### config.mk
export PLATFORM = sky130hd
export DESIGN_NAME = temp_poll_seq_flat
export DESIGN_NICKNAME = d
export VERILOG_FILES = /design/src/rtl/temp_poll_seq_if.sv /design/src/rtl/temp_poll_seq.sv /design/src/flat_wrapper.sv
export SDC_FILE = /design/constraint.sdc
export NUM_CORES = 1
export LEC_CHECK = 0
export ABC_AREA = 1
export ABC_CLOCK_PERIOD_IN_PS = 1800
export CAP_MARGIN = 5
export CORE_ASPECT_RATIO = 1.5
export CORE_MARGIN = 2
export CORE_UTILIZATION = 51
export CTS_BUF_LIST = sky130_fd_sc_hd__clkbuf_16
export DETAILED_ROUTE_END_ITERATION = 16
export DONT_BUFFER_PORTS = 1
export PLACE_DENSITY = 0.72
export SYNTH_ARGS = -nofsm -noshare
export SYNTH_HDL_FRONTEND = slang
export SYNTH_SLANG_ARGS = --single-unit
### constraint.sdc
create_clock -name clk -period 1.8 [get_ports clk]
set_clock_uncertainty 0.1 [all_clocks]
set_input_delay 0.36 -clock clk [delete_from_list [all_inputs] [get_ports clk]]
set_output_delay 0.36 -clock clk [all_outputs]
set_load 0.01 [all_outputs]
### src/rtl/temp_poll_seq_if.sv
// Command/handshake bundle between the temperature poll sequencer (master)
// and the I2C temperature controller (slave).
interface temp_poll_seq_if;
    logic        i2c_start;
    logic [31:0] i2c_cfg_data;
    logic        i2c_done;
    logic [7:0]  i2c_rd_data;

    modport master (
        output i2c_start,
        output i2c_cfg_data,
        input  i2c_done,
        input  i2c_rd_data
    );

    modport slave (
        input  i2c_start,
        input  i2c_cfg_data,
        output i2c_done,
        output i2c_rd_data
    );
endinterface

### src/rtl/temp_poll_seq.sv
// temp_poll_seq: issues one sensor configuration write after reset, then
// polls the temperature MSB/LSB registers every POLL_CYCLES clocks through
// the I2C controller's command-word / start-done handshake. Each WAIT state
// is guarded by a timeout that reports nack_err and bumps a saturating
// error counter.
// Optional build macro TEMP_AVG_EN: when defined, temp_data is the mean of
// the last four completed samples instead of the raw latest sample.
module temp_poll_seq #(
    parameter logic [6:0]  DEV_ADDR       = 7'h48,
    parameter logic [15:0] CFG_REG        = 16'h0001,
    parameter logic [7:0]  CFG_VAL        = 8'h60,
    parameter logic [15:0] TEMP_REG_MSB   = 16'h0000,
    parameter logic [15:0] TEMP_REG_LSB   = 16'h0001,
    parameter int unsigned POLL_CYCLES    = 5000000,
    parameter int unsigned TIMEOUT_CYCLES = 50000
) (
    input  logic                   clk,
    input  logic                   rst,
    input  logic                   enable,
    temp_poll_seq_if.master        i2c,
    output logic [15:0]            temp_data,
    output logic                   temp_valid,
    output logic                   busy,
    output logic                   nack_err,
    output logic [7:0]             err_cnt
);

    localparam int PW = (POLL_CYCLES > 1) ? $clog2(POLL_CYCLES) : 1;
    localparam int TW = (TIMEOUT_CYCLES > 1) ? $clog2(TIMEOUT_CYCLES) : 1;
    localparam logic [PW-1:0] POLL_LAST = PW'(POLL_CYCLES - 1);
    localparam logic [TW-1:0] TMO_LAST  = TW'(TIMEOUT_CYCLES - 1);

    // Command words: {dev_addr, rd_flag, reg_hi, reg_lo, wr_data}
    localparam logic [31:0] CMD_CFG   = {DEV_ADDR, 1'b0, CFG_REG, CFG_VAL};
    localparam logic [31:0] CMD_RD_HI = {DEV_ADDR, 1'b1, TEMP_REG_MSB, 8'h00};
    localparam logic [31:0] CMD_RD_LO = {DEV_ADDR, 1'b1, TEMP_REG_LSB, 8'h00};

    typedef enum logic [3:0] {
        S_CFG,
        S_CFG_WAIT,
        S_IDLE,
        S_RD_HI,
        S_RD_HI_WAIT,
        S_GAP,
        S_RD_LO,
        S_RD_LO_WAIT,
        S_ERR
    } state_t;

    state_t         state_reg;
    state_t         ret_reg;
    logic [PW-1:0]  poll_cnt_reg;
    logic [TW-1:0]  tmo_cnt_reg;
    logic [7:0]     msb_reg;

    logic           tmo_hit;
    logic           sample_commit;
    logic [15:0]    sample_word;
    logic [15:0]    temp_next;

    assign tmo_hit       = (tmo_cnt_reg == TMO_LAST);
    assign sample_word   = {msb_reg, i2c.i2c_rd_data};
    assign sample_commit = (state_reg == S_RD_LO_WAIT) && i2c.i2c_done;

`ifdef TEMP_AVG_EN
    logic [15:0] hist_reg [4];
    logic [17:0] sum_reg;
    logic [17:0] sum_next;

    // Running sum: add the new sample, drop the one falling off the window
    always_comb begin
        sum_next = sum_reg + 18'(sample_word) - 18'(hist_reg[3]);
    end

    assign temp_next = sum_next[17:2];

    // Four-deep sample window, zero-filled at reset
    always_ff @(posedge clk) begin
        if (rst) begin
            sum_reg <= '0;
            for (int i = 0; i < 4; i++) begin
                hist_reg[i] <= '0;
            end
        end else if (sample_commit) begin
            sum_reg     <= sum_next;
            hist_reg[0] <= sample_word;
            for (int i = 1; i < 4; i++) begin
                hist_reg[i] <= hist_reg[i-1];
            end
        end
    end
`else
    assign temp_next = sample_word;
`endif

    // Sequencer FSM with registered handshake and status outputs
    always_ff @(posedge clk) begin
        if (rst) begin
            state_reg        <= S_CFG;
            ret_reg          <= S_CFG;
            poll_cnt_reg     <= '0;
            tmo_cnt_reg      <= '0;
            msb_reg          <= '0;
            i2c.i2c_start    <= 1'b0;
            i2c.i2c_cfg_data <= '0;
            temp_data        <= '0;
            temp_valid       <= 1'b0;
            busy             <= 1'b0;
            nack_err         <= 1'b0;
            err_cnt          <= '0;
        end else begin
            temp_valid <= 1'b0;
            nack_err   <= 1'b0;
            case (state_reg)
                S_CFG: begin
                    i2c.i2c_cfg_data <= CMD_CFG;
                    i2c.i2c_start    <= 1'b1;
                    busy             <= 1'b1;
                    tmo_cnt_reg      <= '0;
                    state_reg        <= S_CFG_WAIT;
                end
                S_CFG_WAIT: begin
                    // done wins over a coincident timeout
                    if (i2c.i2c_done) begin
                        i2c.i2c_start <= 1'b0;
                        busy          <= 1'b0;
                        poll_cnt_reg  <= '0;
                        state_reg     <= S_IDLE;
                    end else if (tmo_hit) begin
                        i2c.i2c_start <= 1'b0;
                        busy          <= 1'b0;
                        ret_reg       <= S_CFG;
                        state_reg     <= S_ERR;
                    end else begin
                        tmo_cnt_reg <= tmo_cnt_reg + TW'(1);
                    end
                end
                S_IDLE: begin
                    // counter parks at its terminal value while enable is low
                    if (poll_cnt_reg == POLL_LAST) begin
                        if (enable) begin
                            state_reg <= S_RD_HI;
                        end
                    end else begin
                        poll_cnt_reg <= poll_cnt_reg + PW'(1);
                    end
                end
                S_RD_HI: begin
                    i2c.i2c_cfg_data <= CMD_RD_HI;
                    i2c.i2c_start    <= 1'b1;
                    busy             <= 1'b1;
                    tmo_cnt_reg      <= '0;
                    state_reg        <= S_RD_HI_WAIT;
                end
                S_RD_HI_WAIT: begin
                    if (i2c.i2c_done) begin
                        msb_reg       <= i2c.i2c_rd_data;
                        i2c.i2c_start <= 1'b0;
                        state_reg     <= S_GAP;
                    end else if (tmo_hit) begin
                        i2c.i2c_start <= 1'b0;
                        busy          <= 1'b0;
                        ret_reg       <= S_IDLE;
                        state_reg     <= S_ERR;
                    end else begin
                        tmo_cnt_reg <= tmo_cnt_reg + TW'(1);
                    end
                end
                S_GAP: begin
                    // one guaranteed low cycle on start between the two reads
                    state_reg <= S_RD_LO;
                end
                S_RD_LO: begin
                    i2c.i2c_cfg_data <= CMD_RD_LO;
                    i2c.i2c_start    <= 1'b1;
                    tmo_cnt_reg      <= '0;
                    state_reg        <= S_RD_LO_WAIT;
                end
                S_RD_LO_WAIT: begin
                    if (i2c.i2c_done) begin
                        temp_data     <= temp_next;
                        temp_valid    <= 1'b1;
                        i2c.i2c_start <= 1'b0;
                        busy          <= 1'b0;
                        poll_cnt_reg  <= '0;
                        state_reg     <= S_IDLE;
                    end else if (tmo_hit) begin
                        i2c.i2c_start <= 1'b0;
                        busy          <= 1'b0;
                        ret_reg       <= S_IDLE;
                        state_reg     <= S_ERR;
                    end else begin
                        tmo_cnt_reg <= tmo_cnt_reg + TW'(1);
                    end
                end
                S_ERR: begin
                    i2c.i2c_start <= 1'b0;
                    busy          <= 1'b0;
                    nack_err      <= 1'b1;
                    if (err_cnt != 8'hFF) begin
                        err_cnt <= err_cnt + 8'd1;
                    end
                    // a retry into S_IDLE waits a full poll interval
                    poll_cnt_reg  <= '0;
                    state_reg     <= ret_reg;
                end
                default: begin
                    state_reg <= S_CFG;
                end
            endcase
        end
    end

endmodule

### src/flat_wrapper.sv
// flat-port wrapper written by rule: the top's interface ports become plain ports
module temp_poll_seq_flat 
#(
    parameter logic [6:0]  DEV_ADDR       = 7'h48,
    parameter logic [15:0] CFG_REG        = 16'h0001,
    parameter logic [7:0]  CFG_VAL        = 8'h60,
    parameter logic [15:0] TEMP_REG_MSB   = 16'h0000,
    parameter logic [15:0] TEMP_REG_LSB   = 16'h0001,
    parameter int unsigned POLL_CYCLES    = 5000000,
    parameter int unsigned TIMEOUT_CYCLES = 50000
)
  (clk, rst, enable, temp_data, temp_valid, busy, nack_err, err_cnt, i2c_i2c_start, i2c_i2c_cfg_data, i2c_i2c_done, i2c_i2c_rd_data);
  temp_poll_seq_if i2c_i ();
  input  logic clk;
  input  logic rst;
  input  logic enable;
  output logic [15:0] temp_data;
  output logic temp_valid;
  output logic busy;
  output logic nack_err;
  output logic [7:0] err_cnt;
  output wire logic [$bits(i2c_i.i2c_start)-1:0] i2c_i2c_start;
  output wire logic [$bits(i2c_i.i2c_cfg_data)-1:0] i2c_i2c_cfg_data;
  input wire logic [$bits(i2c_i.i2c_done)-1:0] i2c_i2c_done;
  input wire logic [$bits(i2c_i.i2c_rd_data)-1:0] i2c_i2c_rd_data;
  assign i2c_i2c_start = i2c_i.i2c_start;
  assign i2c_i2c_cfg_data = i2c_i.i2c_cfg_data;
  assign i2c_i.i2c_done = i2c_i2c_done;
  assign i2c_i.i2c_rd_data = i2c_i2c_rd_data;
  temp_poll_seq #(.DEV_ADDR(DEV_ADDR), .CFG_REG(CFG_REG), .CFG_VAL(CFG_VAL), .TEMP_REG_MSB(TEMP_REG_MSB), .TEMP_REG_LSB(TEMP_REG_LSB), .POLL_CYCLES(POLL_CYCLES), .TIMEOUT_CYCLES(TIMEOUT_CYCLES)) u_core (.clk(clk), .rst(rst), .enable(enable), .i2c(i2c_i), .temp_data(temp_data), .temp_valid(temp_valid), .busy(busy), .nack_err(nack_err), .err_cnt(err_cnt));
endmodule
==> reports/metrics.yaml, run 1 <==
outcome: "finished, violations left"
violations: "hold timing"
largest_register_ffs: 23
layout.cells.non_filler: 893
core_region_area_mm2: 0.00931
cts-buffers-inserted: 9
synth-warning-count: 0
grt-ovfl-total: 0
critical_path_class: "reg2reg"
ir_worst_vdd_v: 0.000658
drt.antenna.violating_nets: 0
hold_buffers: 1
synthesis.area_mm2: 0.00488
vias: 4803
powerDensity_mw_per_mm2: 940
hp-class: "in2reg"
fin_crit_sh_pct: 95.5
clock_sinks: 84
synth.distinct_cells: 37
portBuffers: 0
die_w_um: 83.9
drc_errors: 0
ctsRootBufferMaster: "clkbuf_16"
track_usage_pct: 24.9
fin_nets: 790
power.total_mw: 5.26
start_util_pct: 52.5
syn2layout_area_growth_pct: 14.5
routed_wl_um: 12900
hold_viol: 2
cp-end-kind: "flip-flop"
cp-start-kind: "flip-flop"
max_stage_delay_ns: 0.38
synthCells: 750
synth-async-reset-ratio_pct: 0
drt_iter0_drc: 223
layout-drive-gt1-share_pct: 15.9
cp_max_fo: 22
clk_latency_ns: 0.35
grt_pass1_vias: 4368
path_cells: "nor2_4, nand3_4, nand3_4, nor2_1, nor2_4, nand2_4, buf_12, o21ai_0, nor2_1"
cts_buffer_depth: 2
synth_enable_flop_cells: 0
p_leak_nw: 2.10
drv_slew: 0
clkTransAtPathRegs_ns: 0.07
io_pins: 72
num_rows: 43
fp.dieH_um: 124
gp_congestion: 0.975
antenna_found_initial: 0
fmax_mhz: 581
via_per_inst: 5.38
ys_seq_area_share_pct: 34.4
cp.required_ns: 1.94
dr.pass1.iters: 5
dp_hpwl_um: 9360
tns_ns: 0
fin_hold_ws_ns: -0.00795
routedWlPerCell_um: 14.4
setup_violations: 0
cp_slowest_cell: "dfxtp_4"
place_inst: 871
maxCapViolCount: 0
crit_arrival_ns: 1.86
h-tree-depth: 3
cts_tree: "yes"
ys_seq_elements: 84
avgSynthCellArea_um2: 6.51
grt_pass1_wl_um: 20800
grt_max_degree: 68
min_period_ns: 1.72
die-area_mm2: 0.0104
dominantRegCellSynth: "dfxtp_1"
-- cell usage after synthesis (5+ instances only) --
| cell | count | area share (%) |
|---|---|---|
| dfxtp_1 | 84 | 34 |
| nand2_1 | 190 | 15 |
| o21ai_0 | 9 | 0.92 |
| nor2_4 | 7 | 1.6 |
| nand2_4 | 5 | 1.2 |
| clkbuf_1 | 15 | 1.2 |
| nor3_1 | 11 | 1.1 |
| inv_2 | 5 | 0.38 |
| nand3_1 | 85 | 8.7 |
| buf_4 | 33 | 5.1 |
| nand4_1 | 13 | 1.7 |
| nor2_1 | 112 | 8.6 |
| inv_1 | 56 | 4.3 |
| xor2_1 | 13 | 2.3 |
| a21oi_1 | 74 | 7.6 |
-- timing repair --
| item | CTS | global route |
|---|---|---|
| gates resized for setup | 7 | 44 |
| pin swaps | 0 | 5 |
| setup endpoints to repair | 33 | 50 |
| setup buffers | 0 | 3 |
| cloned | 0 | 1 |
| hold endpoints to repair | 63 | 14 |
-- critical path: cells and delay by family, from the launching register on --
family	cells	cell delay [ns]
flops	1	0.38
compound gates	1	0.15
simple gates	7	0.81
buf+inv	1	0.16
-- logic make-up (layout without fill, tap and decap cells) --
| logic type | Yosys count | after routing | synth area share, % |
|---|---|---|---|
| flops | 84 | 84 | 34.4 |
| xor+xnor | 16 | 16 | 2.87 |
| buf+inv | 114 | 118 | 11.7 |
| compound gates | 91 | 91 | 9.71 |
| simple gates | 441 | 442 | 40.5 |
| other cells | 1 | 27 | 0.0768 |
| fa+ha+maj | 3 | 3 | 0.769 |
-- through the flow --
stage / cell area [µm²] / hold slack, ns / setup WS (ns) / utilization [%]
after global routing: 5590 / -0.0372 / -0.0171 / 60.1
final: 5590 / -0.00795 / 0.0802 / 60.1
after global placement: 5070 / 0.340 / -0.0381 / 54.5
after floorplan: 4980 / 0.342 / 0.0374 / -
after CTS: 5420 / -0.0294 / 0.00579 / 58.3
after detailed placement: 5070 / 0.341 / -0.0870 / 54.5
-- path summary, 6_finish.rpt --
path                             from                     end  slack [ns]  cells past startpoint
setup / recovery  u_core.state_reg[0]  u_core.poll_cnt_reg[1]        0.08                      9
hold / removal                    rst       u_core.err_cnt[7]      -0.008                      1
setup reg to reg  u_core.state_reg[0]  u_core.poll_cnt_reg[1]        0.08                      9
hold reg to reg     u_core.msb_reg[6]       u_core.msb_reg[6]        0.36                      2
-- layout by cell type, fill, tap and decap left out, types with 4 or more instances in the layout --
cell type	instances
nor2_4	13
a21oi_1	73
o21ai_0	9
inv_2	6
nand3_4	4
nor2_1	100
conb_1	26
dfxtp_2	9
nand4_1	13
nand2_4	4
buf_4	37
xor2_1	13
nor2_2	9
nand3_1	83
clkbuf_16	9
nand2_1	184
nand2_2	9
nor3_1	9
dfxtp_1	72
inv_1	54
-- per-layer routing --
| layer | part of all wire (%) | wire, µm | vias to the layer above | GRT usage [%] |
|---|---|---|---|---|
| met5 | 0 | 0 | - | 0 |
| met4 | 3.6 | 459 | 0 | 12.1 |
| met3 | 4.1 | 534 | 34 | 5.43 |
| met2 | 55 | 7110 | 103 | 47.2 |
| met1 | 37 | 4760 | 2240 | 26.0 |
| li1 | - | - | 2426 | - |
-- area by class of cell --
class | instances | area (µm²)
multi-input combinational | 578 | 2870
clock inverter | 7 | 95.1
tap | 112 | 140
timing repair buffer | 40 | 319
inverter | 62 | 236
sequential | 84 | 1700
clock buffer | 9 | 225
fill | 902 | 3710
antenna | 1 | 2.50
-- power by group --
group	total [mW]	switching (mW)	internal [mW]
Combinational	1.25	0.821	0.430
Sequential	2.03	0.0921	1.94
Clock	1.98	0.864	1.12
Total	5.26	1.78	3.48
No activity file was read; power rests on OpenSTA's default activity.
==> inputs of run 2 (changes only) <==
SETUP_SLACK_MARGIN = 0.4   (was unset)
==> reports/metrics.yaml, run 2 (synthesized netlist as in run 1, its figures left out) <==
outcome: "finished, violations left"
violations: "hold timing"
hp-class: "in2reg"
dp_hpwl_um: 9140
fin_crit_sh_pct: 97.8
nFillCells: 687
num_rows: 43
grt_pass1_vias: 4980
io_pins: 72
mostFrequentLayoutCell: "nand2_1"
setup_ws_ns: 0.0395
r2r-start: "u_core.state_reg[3]"
start_util_pct: 52.5
cp_max_fo: 7
maxCapViolCount: 0
maxSlewHeadroom_pct: 65.7
routed_wl_um: 16100
antennaDiodeCount: 0
hold_depth: 1
drt.antenna.violating_nets: 0
drt_iter0_drc: 419
tns_ns: 0
ir_worst_vdd_v: 0.000664
crit_arrival_ns: 1.90
syn2layout_area_growth_pct: 38.3
cp-end-kind: "flip-flop"
setup_violations: 0
mostFrequentLayoutCells: "nand2_1, nor2_1, dfxtp_1"
p_leak_nw: 2.44
drv_slew: 0
preCtsSetupSlack_ns: -0.0176
rr_worst_depth: 10
fmax_mhz: 568
multi_input_area_mm2: 0.00366
holdPathEnd: "u_core.tmo_cnt_reg[2]"
min_period_ns: 1.76
die_w_um: 83.9
grt-ovfl-total: 0
gp_congestion: 0.901
die-area_mm2: 0.0104
clk_latency_ns: 0.34
track_usage_pct: 28.4
cts-buffers-inserted: 9
regArea_mm2: 0.00173
hold_viol: 6
cp-start-kind: "flip-flop"
rsz0062_at_grt: "true"
via_per_inst: 5.72
clock_sinks: 84
tightest_slew_ns: 0.514
core_region_area_mm2: 0.00931
antenna_found_initial: 0
layout-drive-gt1-share_pct: 36.5
fp.dieH_um: 124
fin_hold_ws_ns: -0.0124
cts_buffer_depth: 2
grt_max_degree: 68
largest_register_ffs: 23
portBuffers: 0
dr.pass1.iters: 5
h-tree-depth: 3
cp.required_ns: 1.94
hp-start: "rst"
routedWlPerCell_um: 17.3
r2r_setup_slack_ns: 0.04
cts_tree: "yes"
drc_errors: 0
critical_path_class: "reg2reg"
vias: 5314
r2r-end: "u_core.poll_cnt_reg[1]"
ctsRootBufferMaster: "clkbuf_16"
clkTransAtPathRegs_ns: 0.07
grt_pass1_wl_um: 23700
fin_nets: 827
powerDensity_mw_per_mm2: 883
[run 2: changes by cell type in the layout (fill, tap and decap cells not counted), sizes merged]
cell and change:
buf +31, dlygate4sd3 -1, diode -1, clkinv +1, nand2 +6, inv +2, clkinvlp -2
[run 2: worst max path at each step]
stage / from / endpoint / slack [ns] / depth (start not counted)
finish: u_core.state_reg[3] / u_core.poll_cnt_reg[1] / 0.04 / 10
global route: u_core.state_reg[3] / u_core.poll_cnt_reg[1] / -0.002 / 10
CTS: u_core.state_reg[0] / u_core.poll_cnt_reg[16] / 0.14 / 10
detailed placement: u_core.state_reg[0] / u_core.tmo_cnt_reg[15] / -0.02 / 10
global placement: u_core.state_reg[0] / u_core.tmo_cnt_reg[15] / 0.02 / 10
floorplan: u_core.tmo_cnt_reg[1] / u_core.tmo_cnt_reg[10] / 0.22 / 11
[run 2: repair_timing]
item,in CTS,in global routing
gates cloned,5,3
pin swaps,36,35
setup buffers,33,8
hold endpoints to repair,41,32
endpoints found under the setup margin,78,81
gates resized for setup,103,134
[run 2: per-layer routing]
layer  vias to the layer above  wire length (µm)  GRT usage (%)
met2                       199              8790           55.3
met5                         -                 0              0
met3                        85               805           4.71
met1                      2508              5570           28.1
met4                         0               938           17.0
li1                       2522                 -              -
[run 2: cell type report]
cell class,instances,area share (%)
flip-flops and latches,84,25.6
inverters,62,3.78
multi-input cells,584,54.2
well taps,112,2.07
clock inverters,7,1.20
clock buffers,9,3.33
repair inverters,1,0.167
repair buffers,70,9.60
[run 2: power breakdown]
group	leakage, nW	switching (mW)	internal (mW)	total (mW)
logic	1.59	1.25	0.725	1.98
clock network	0.153	0.828	1.10	1.93
registers	0.691	0.120	1.94	2.06
total	2.44	2.20	3.77	5.97
[run 2: through the flow]
step	cell area [µm²]	hold WS (ns)	total power [mW]	utilization (%)	cells
3_3_place_gp	5180	0.333	3.14	55.7	864
2_1_floorplan	5190	0.341	3.03	-	775
4_1_cts	6180	-0.0155	5.66	66.4	918
3_5_place_dp	5180	0.339	3.15	55.7	864
6_report	6750	-0.0124	5.97	72.6	929
5_1_grt	6750	-0.0339	6.16	72.6	929
[run 2: worst max-delay path: stages, from the launching register on]
cell     delay, ns
dfxtp_4       0.41
inv_4         0.06
nand2_4       0.11
nor2_4        0.06
nor2_4        0.17
nor2_4        0.06
nor2_4        0.25
nand2_8       0.14
buf_4         0.16
o21ai_2       0.09
nor2_1        0.05
